--- config.mk ---
export PLATFORM = sky130hd
export DESIGN_NAME = ps2_receiver
export DESIGN_NICKNAME = d
export VERILOG_FILES = /design/src/rtl/ps2_pkg.sv /design/src/rtl/ps2_sync_edge.sv /design/src/rtl/ps2_receiver.sv
export SDC_FILE = /design/constraint.sdc
export NUM_CORES = 1
export LEC_CHECK = 0
export BUFFER_PORTS_ARGS = -buffer_cell sky130_fd_sc_hd__buf_2
export CORE_ASPECT_RATIO = 0.75
export CORE_MARGIN = 1.5
export CORE_UTILIZATION = 45
export CTS_CLUSTER_SIZE = 12
export DETAILED_ROUTE_END_ITERATION = 8
export GPL_TIMING_DRIVEN = 0
export PLACE_DENSITY = 0.62
export SETUP_SLACK_MARGIN = 0.4
export SKIP_CTS_REPAIR_TIMING = 1
export SLEW_MARGIN = 15
export SYNTH_ARGS = -nofsm -noshare
export SYNTH_HDL_FRONTEND = slang
export SYNTH_SLANG_ARGS = --single-unit
--- constraint.sdc ---
create_clock -name clk -period 4.7 [get_ports clk]
set_input_delay 0.47 -clock clk [delete_from_list [all_inputs] [get_ports clk]]
set_output_delay 0.47 -clock clk [all_outputs]
set_load 0.01 [all_outputs]
--- src/rtl/ps2_pkg.sv ---
// Shared PS/2 constants, the key-event word layout and the frame check.
package ps2_pkg;

   localparam logic [7:0] PS2_BREAK_PREFIX = 8'hF0;
   localparam logic [7:0] PS2_EXT_PREFIX   = 8'hE0;
   localparam int         PS2_FRAME_BITS   = 11;

   // Scan codes (set 2) decoded by the movement/control logic.
   localparam logic [7:0] KEY_W     = 8'h1D;
   localparam logic [7:0] KEY_A     = 8'h1C;
   localparam logic [7:0] KEY_S     = 8'h1B;
   localparam logic [7:0] KEY_D     = 8'h23;
   localparam logic [7:0] KEY_SPACE = 8'h29;
   localparam logic [7:0] KEY_I     = 8'h43;
   localparam logic [7:0] KEY_J     = 8'h3B;
   localparam logic [7:0] KEY_K     = 8'h42;
   localparam logic [7:0] KEY_L     = 8'h4B;
   localparam logic [7:0] KEY_ENTER = 8'h5A;

   typedef struct packed {
      logic       brk;
      logic       ext;
      logic [7:0] code;
   } key_event_t;

   // frame[0]=start, frame[8:1]=data LSB first, frame[9]=parity, frame[10]=stop
   function automatic logic ps2_frame_ok(input logic [PS2_FRAME_BITS-1:0] frame);
      return !frame[0] && frame[10] && (^frame[9:1]);
   endfunction

endpackage

--- src/rtl/ps2_sync_edge.sv ---
// Brings the PS/2 lines into the clk domain and flags ps2_clk falling edges.
module ps2_sync_edge #(
   parameter int SYNC_STAGES = 2
) (
   input  logic clk,
   input  logic rst,
   input  logic ps2_clk,
   input  logic ps2_data,
   output logic data_sync,
   output logic clk_fall
);

   logic [SYNC_STAGES-1:0] clk_sync_q, clk_sync_d;
   logic [SYNC_STAGES-1:0] data_sync_q, data_sync_d;
   logic                   clk_prev_q, clk_prev_d;

   always_comb begin
      clk_sync_d     = clk_sync_q;
      data_sync_d    = data_sync_q;
      clk_sync_d[0]  = ps2_clk;
      data_sync_d[0] = ps2_data;
      for (int i = 1; i < SYNC_STAGES; i++) begin
         clk_sync_d[i]  = clk_sync_q[i-1];
         data_sync_d[i] = data_sync_q[i-1];
      end
      clk_prev_d = clk_sync_q[SYNC_STAGES-1];
   end

   // Reset to the idle-high bus level so leaving reset never fakes an edge.
   always_ff @(posedge clk or posedge rst) begin
      if (rst) begin
         clk_sync_q  <= '1;
         data_sync_q <= '1;
         clk_prev_q  <= 1'b1;
      end else begin
         clk_sync_q  <= clk_sync_d;
         data_sync_q <= data_sync_d;
         clk_prev_q  <= clk_prev_d;
      end
   end

   assign data_sync = data_sync_q[SYNC_STAGES-1];
   assign clk_fall  = clk_prev_q & ~clk_sync_q[SYNC_STAGES-1];

endmodule

--- src/rtl/ps2_receiver.sv ---
// PS/2 device-to-host deframer folding E0/F0 prefixes into a 10-bit key event.
module ps2_receiver
   import ps2_pkg::*;
#(
   parameter int TIMEOUT_CYCLES = 20000,
   parameter int SYNC_STAGES    = 2
) (
   input  logic       clk,
   input  logic       rst,
   input  logic       ps2_clk,
   input  logic       ps2_data,
   output logic [9:0] data,
   output logic       ready
);

   localparam int TW = $clog2(TIMEOUT_CYCLES + 1);

   logic                      sdata, fall;
   logic [3:0]                bit_cnt_q, bit_cnt_d;
   logic [PS2_FRAME_BITS-2:0] shift_q, shift_d;
   logic                      brk_q, brk_d, ext_q, ext_d;
   key_event_t                data_q, data_d;
   logic                      ready_q, ready_d;
   logic [TW-1:0]             tmo_q, tmo_d;
   logic [PS2_FRAME_BITS-1:0] frame;

   ps2_sync_edge #(.SYNC_STAGES(SYNC_STAGES)) u_sync (
      .clk       (clk),
      .rst       (rst),
      .ps2_clk   (ps2_clk),
      .ps2_data  (ps2_data),
      .data_sync (sdata),
      .clk_fall  (fall)
   );

   // Bits shift in from the top, so after ten shifts shift_q[0] is the start bit.
   assign frame = {sdata, shift_q};

   always_comb begin
      bit_cnt_d = bit_cnt_q;
      shift_d   = shift_q;
      brk_d     = brk_q;
      ext_d     = ext_q;
      data_d    = data_q;
      ready_d   = 1'b0;
      tmo_d     = '0;
      if (fall) begin
         if (bit_cnt_q == '0) begin
            // A high start bit is idle noise; stay put until a real start.
            if (!sdata) begin
               shift_d   = {sdata, shift_q[PS2_FRAME_BITS-2:1]};
               bit_cnt_d = 4'd1;
            end
         end else if (bit_cnt_q == 4'(PS2_FRAME_BITS - 1)) begin
            bit_cnt_d = '0;
            if (!ps2_frame_ok(frame)) begin
               brk_d = 1'b0;
               ext_d = 1'b0;
            end else if (frame[8:1] == PS2_BREAK_PREFIX) begin
               brk_d = 1'b1;
            end else if (frame[8:1] == PS2_EXT_PREFIX) begin
               ext_d = 1'b1;
            end else begin
               data_d  = '{brk: brk_q, ext: ext_q, code: frame[8:1]};
               ready_d = 1'b1;
               brk_d   = 1'b0;
               ext_d   = 1'b0;
            end
         end else begin
            shift_d   = {sdata, shift_q[PS2_FRAME_BITS-2:1]};
            bit_cnt_d = bit_cnt_q + 4'd1;
         end
      end else if (bit_cnt_q != '0) begin
         // Stalled mid-frame: drop the partial frame but keep any prefix seen.
         if (tmo_q == TW'(TIMEOUT_CYCLES - 1)) bit_cnt_d = '0;
         else                                  tmo_d     = tmo_q + 1'b1;
      end
   end

   always_ff @(posedge clk or posedge rst) begin
      if (rst) begin
         bit_cnt_q <= '0;
         shift_q   <= '0;
         brk_q     <= 1'b0;
         ext_q     <= 1'b0;
         data_q    <= '0;
         ready_q   <= 1'b0;
         tmo_q     <= '0;
      end else begin
         bit_cnt_q <= bit_cnt_d;
         shift_q   <= shift_d;
         brk_q     <= brk_d;
         ext_q     <= ext_d;
         data_q    <= data_d;
         ready_q   <= ready_d;
         tmo_q     <= tmo_d;
      end
   end

   assign data  = data_q;
   assign ready = ready_q;

endmodule

==> results.json <==
{
  "outcome": "complete, but fails checks",
  "failed_checks": "design-rule violations",
  "finalHoldViolations": 0,
  "worst_hold_path_type": "in2async",
  "post_synth_inst_count": 192,
  "clock_path_buffers": 2,
  "yosysWarnings": 0,
  "timing.final.crit_period_ns": 2.26,
  "die_height_um": 64.9,
  "startpoint_class_of_the_critical_path": "flop",
  "dp.final_hpwl_mm": 2.80,
  "postSynth.asyncResetShare": 1.00,
  "routed_wirelength_mm": 3.81,
  "dr.first_iter.drc_count": 117,
  "cts_tree": "yes",
  "cts-buffers-inserted": 5,
  "met3WireLength_um": 112,
  "number_of_drc_violations_after_detailed_routing": 1,
  "synth_area_um2": 2300,
  "maxSlewViolCount": 0,
  "timing.reg2reg.setup_slack_ns": 2.44,
  "floorplan.io_pins": 15,
  "layout-drive-gt1-share": 0.237,
  "worst_hold_slack_ns": 0.154,
  "yosys_register_bits": 47,
  "r2r-start": "shift_q[5]",
  "power.density_nw_per_um2": 538,
  "layout.nets": 227,
  "design.core.area_um2": 4900,
  "routed_via_density": 5.22,
  "final_core_util": 0.526,
  "clk-insertion-delay-late_ns": 0.30,
  "synth.lib_cells_used.distinct": 48,
  "routed_wl_per_cell_um": 13.8,
  "cts.reportedPaths.clkPinSlew_ns": 0.09,
  "topRoutingLayerUsed": "met4",
  "critPathRequiredTime_ns": 4.88,
  "fmaxAchievable_mhz": 442,
  "cts_h_tree_depth": 2,
  "finalSetupTns_ns": 0,
  "netlist_top_cells_area": "sky130_fd_sc_hd__dfrtp_1 (46%), sky130_fd_sc_hd__mux2_4 (5.9%), sky130_fd_sc_hd__dfstp_2 (5.7%)",
  "synthDominantAreaCellType": "sky130_fd_sc_hd__dfrtp_1",
  "grt_pass1_wl_mm": 6.89,
  "setup_viol": 0,
  "synth.avg_cell_area_um2": 12.0,
  "met2_wirelength_mm": 1.58,
  "grt.total_usage": 0.159,
  "timing.critical_path.to_type": "flop",
  "ff2ff_path_depth": 7,
  "cp_data_arrival_time_ns": 2.44,
  "final.setup_skew_ns": 0.00558,
  "synth_top_area_share": 0.457,
  "p_leak_nw": 1.22,
  "synth.yosys.seq_area_share": 0.514,
  "fin_crit_sh": 0.481,
  "portBuffers": 14,
  "number_of_global_route_vias_before_repair": 1426,
  "vdd_drop_max_v": 0.000345,
  "floorplan.die.width_um": 85.5,
  "detail_route.wirelength.met1_mm": 2.07,
  "design.die.area_um2": 5550,
  "placement_rows": 22,
  "clkSinkCount": 47,
  "path_max_fanout": 10,
  "ant_cells": 0,
  "ys_dominant_reg_cell": "sky130_fd_sc_hd__dfrtp_1",
  "detail-route-antenna-nets": 0,
  "grt_max_degree": 30,
  "path_class": "reg2reg",
  "grt_overflow": 0,
  "starting_density_of_the_core": 0.469,
  "gp_routability_congestion": 0.777,
  "buffer_cell_driving_the_clock_tree_root": "sky130_fd_sc_hd__clkbuf_8",
  "grt_setup_unrepaired": "false",
  "synth-edff-count": 0,
  "drtPass1Iterations": 6,
  "cap_violations": 0,
  "worst_r2r_endpoint": "data[8]",
  "synth.net_count": 205,
  "dr_total_vias": 1436,
  "area_delta_synth_final_pct": 12.1,
  "initial_antenna_violation_count": 0,
  "worst_slew_margin_rel": 0.606,
  "tightest_pin_transition_ns": 0.591
}
[final cells by class]
class	count	area [µm²]
fill	447	2320
sequential	47	1180
multi-input combinational	127	1020
timing repair buffer	15	90.1
tap	60	75.1
clock buffer	5	68.8
buffer	6	50.0
inverter	12	45.0
clock inverter	3	43.8
[cell usage after synthesis (2+ instances only)]
cell type	n
sky130_fd_sc_hd__a21oi_1	4
sky130_fd_sc_hd__a31oi_1	3
sky130_fd_sc_hd__and4_1	2
sky130_fd_sc_hd__buf_6	2
sky130_fd_sc_hd__clkbuf_1	2
sky130_fd_sc_hd__dfrtp_1	42
sky130_fd_sc_hd__dfstp_2	5
sky130_fd_sc_hd__ha_1	9
sky130_fd_sc_hd__inv_1	11
sky130_fd_sc_hd__mux2_1	6
sky130_fd_sc_hd__mux2_4	9
sky130_fd_sc_hd__mux2i_1	5
sky130_fd_sc_hd__nand2_1	11
sky130_fd_sc_hd__nand3_1	9
sky130_fd_sc_hd__nand4_1	5
sky130_fd_sc_hd__nor2_1	13
sky130_fd_sc_hd__nor2b_1	2
sky130_fd_sc_hd__nor3_1	3
sky130_fd_sc_hd__nor3b_1	2
sky130_fd_sc_hd__nor4_1	2
sky130_fd_sc_hd__o21ai_0	6
sky130_fd_sc_hd__o21ai_1	3
sky130_fd_sc_hd__or3_1	3
sky130_fd_sc_hd__xnor2_1	3
sky130_fd_sc_hd__xor2_1	7
[power by group]
group / switching, mW / internal (mW)
clock: 0.135 / 0.158
combinational: 0.272 / 0.272
sequential: 0.0656 / 0.483
total: 0.473 / 0.914
[cells in the final DEF (no fill, tap or decap), types with 2 or more instances in the layout]
| cell type | count |
|---|---|
| sky130_fd_sc_hd__dfstp_2 | 5 |
| sky130_fd_sc_hd__nor2b_1 | 2 |
| sky130_fd_sc_hd__nor3b_1 | 2 |
| sky130_fd_sc_hd__buf_2 | 15 |
| sky130_fd_sc_hd__a21oi_1 | 4 |
| sky130_fd_sc_hd__and4_1 | 2 |
| sky130_fd_sc_hd__mux2i_1 | 5 |
| sky130_fd_sc_hd__xnor2_1 | 3 |
| sky130_fd_sc_hd__mux2_1 | 6 |
| sky130_fd_sc_hd__buf_6 | 2 |
| sky130_fd_sc_hd__nand4_1 | 5 |
| sky130_fd_sc_hd__nor3_1 | 3 |
| sky130_fd_sc_hd__clkbuf_1 | 2 |
| sky130_fd_sc_hd__nand2_1 | 11 |
| sky130_fd_sc_hd__nand3_1 | 9 |
| sky130_fd_sc_hd__o21ai_0 | 6 |
| sky130_fd_sc_hd__a31oi_1 | 3 |
| sky130_fd_sc_hd__mux2_4 | 9 |
| sky130_fd_sc_hd__inv_2 | 2 |
| sky130_fd_sc_hd__or3_1 | 3 |
| sky130_fd_sc_hd__dfrtp_1 | 42 |
| sky130_fd_sc_hd__nor2_1 | 13 |
| sky130_fd_sc_hd__inv_1 | 10 |
| sky130_fd_sc_hd__nor4_1 | 2 |
| sky130_fd_sc_hd__o21ai_1 | 3 |
| sky130_fd_sc_hd__clkbuf_8 | 5 |
| sky130_fd_sc_hd__xor2_1 | 7 |
| sky130_fd_sc_hd__ha_1 | 9 |
[cells by family after synthesis]
family / after synthesis / synth area share
xor+xnor: 13 / 0.0675
simple gates: 63 / 0.157
buf+inv: 18 / 0.0413
compound gates: 22 / 0.0609
mux: 20 / 0.110
fa+ha+maj: 9 / 0.0490
flops: 47 / 0.514
[how the worst max path moves through the flow]
stage          startpoint  endpoint
6_report       shift_q[5]   data[8]
5_1_grt        shift_q[5]   data[8]
4_1_cts        shift_q[5]   data[8]
3_5_place_dp   shift_q[5]   data[2]
3_3_place_gp   shift_q[5]   data[0]
2_1_floorplan  shift_q[5]   data[0]
[per-layer routing]
metal / global-route usage / up-vias
met1: 0.238 / 695
met3: 0.0382 / 4
met4: 0.0605 / 0
met2: 0.222 / 20
li1: - / 717
met5: 0 / -
[through the flow]
step | power [mW] | cell area (µm²) | setup slack [ns] | cells
finish | 1.39 | 2580 | 2.44 | 275
floorplan | 1.01 | 2300 | 2.61 | 192
global placement | 1.09 | 2440 | 2.48 | 266
detailed placement | 1.11 | 2460 | 2.44 | 267
CTS | 1.41 | 2580 | 2.42 | 275
global route | 1.49 | 2580 | 2.31 | 275
[sequential cells by signal, summed over array words and instances, names as in the netlist]
| signal | flops |
|---|---|
| data | 10 |
| u_sync.clk_prev_q | 1 |
| u_sync.clk_sync_q | 2 |
| u_sync.data_sync_q | 2 |
| ready | 1 |
| ext_q | 1 |
| shift_q | 10 |
| tmo_q | 15 |
| brk_q | 1 |
| bit_cnt_q | 4 |
[critical path, cell delays in order (launching register included)]
cell and delay, ns:
sky130_fd_sc_hd__dfrtp_1 0.41, sky130_fd_sc_hd__inv_1 0.08, sky130_fd_sc_hd__ha_1 0.32, sky130_fd_sc_hd__xnor3_2 0.42, sky130_fd_sc_hd__xnor2_4 0.23, sky130_fd_sc_hd__o2111ai_2 0.18
sky130_fd_sc_hd__buf_6 0.21, sky130_fd_sc_hd__mux2_4 0.30
Note: power is estimated with default switching activity, not from simulation.
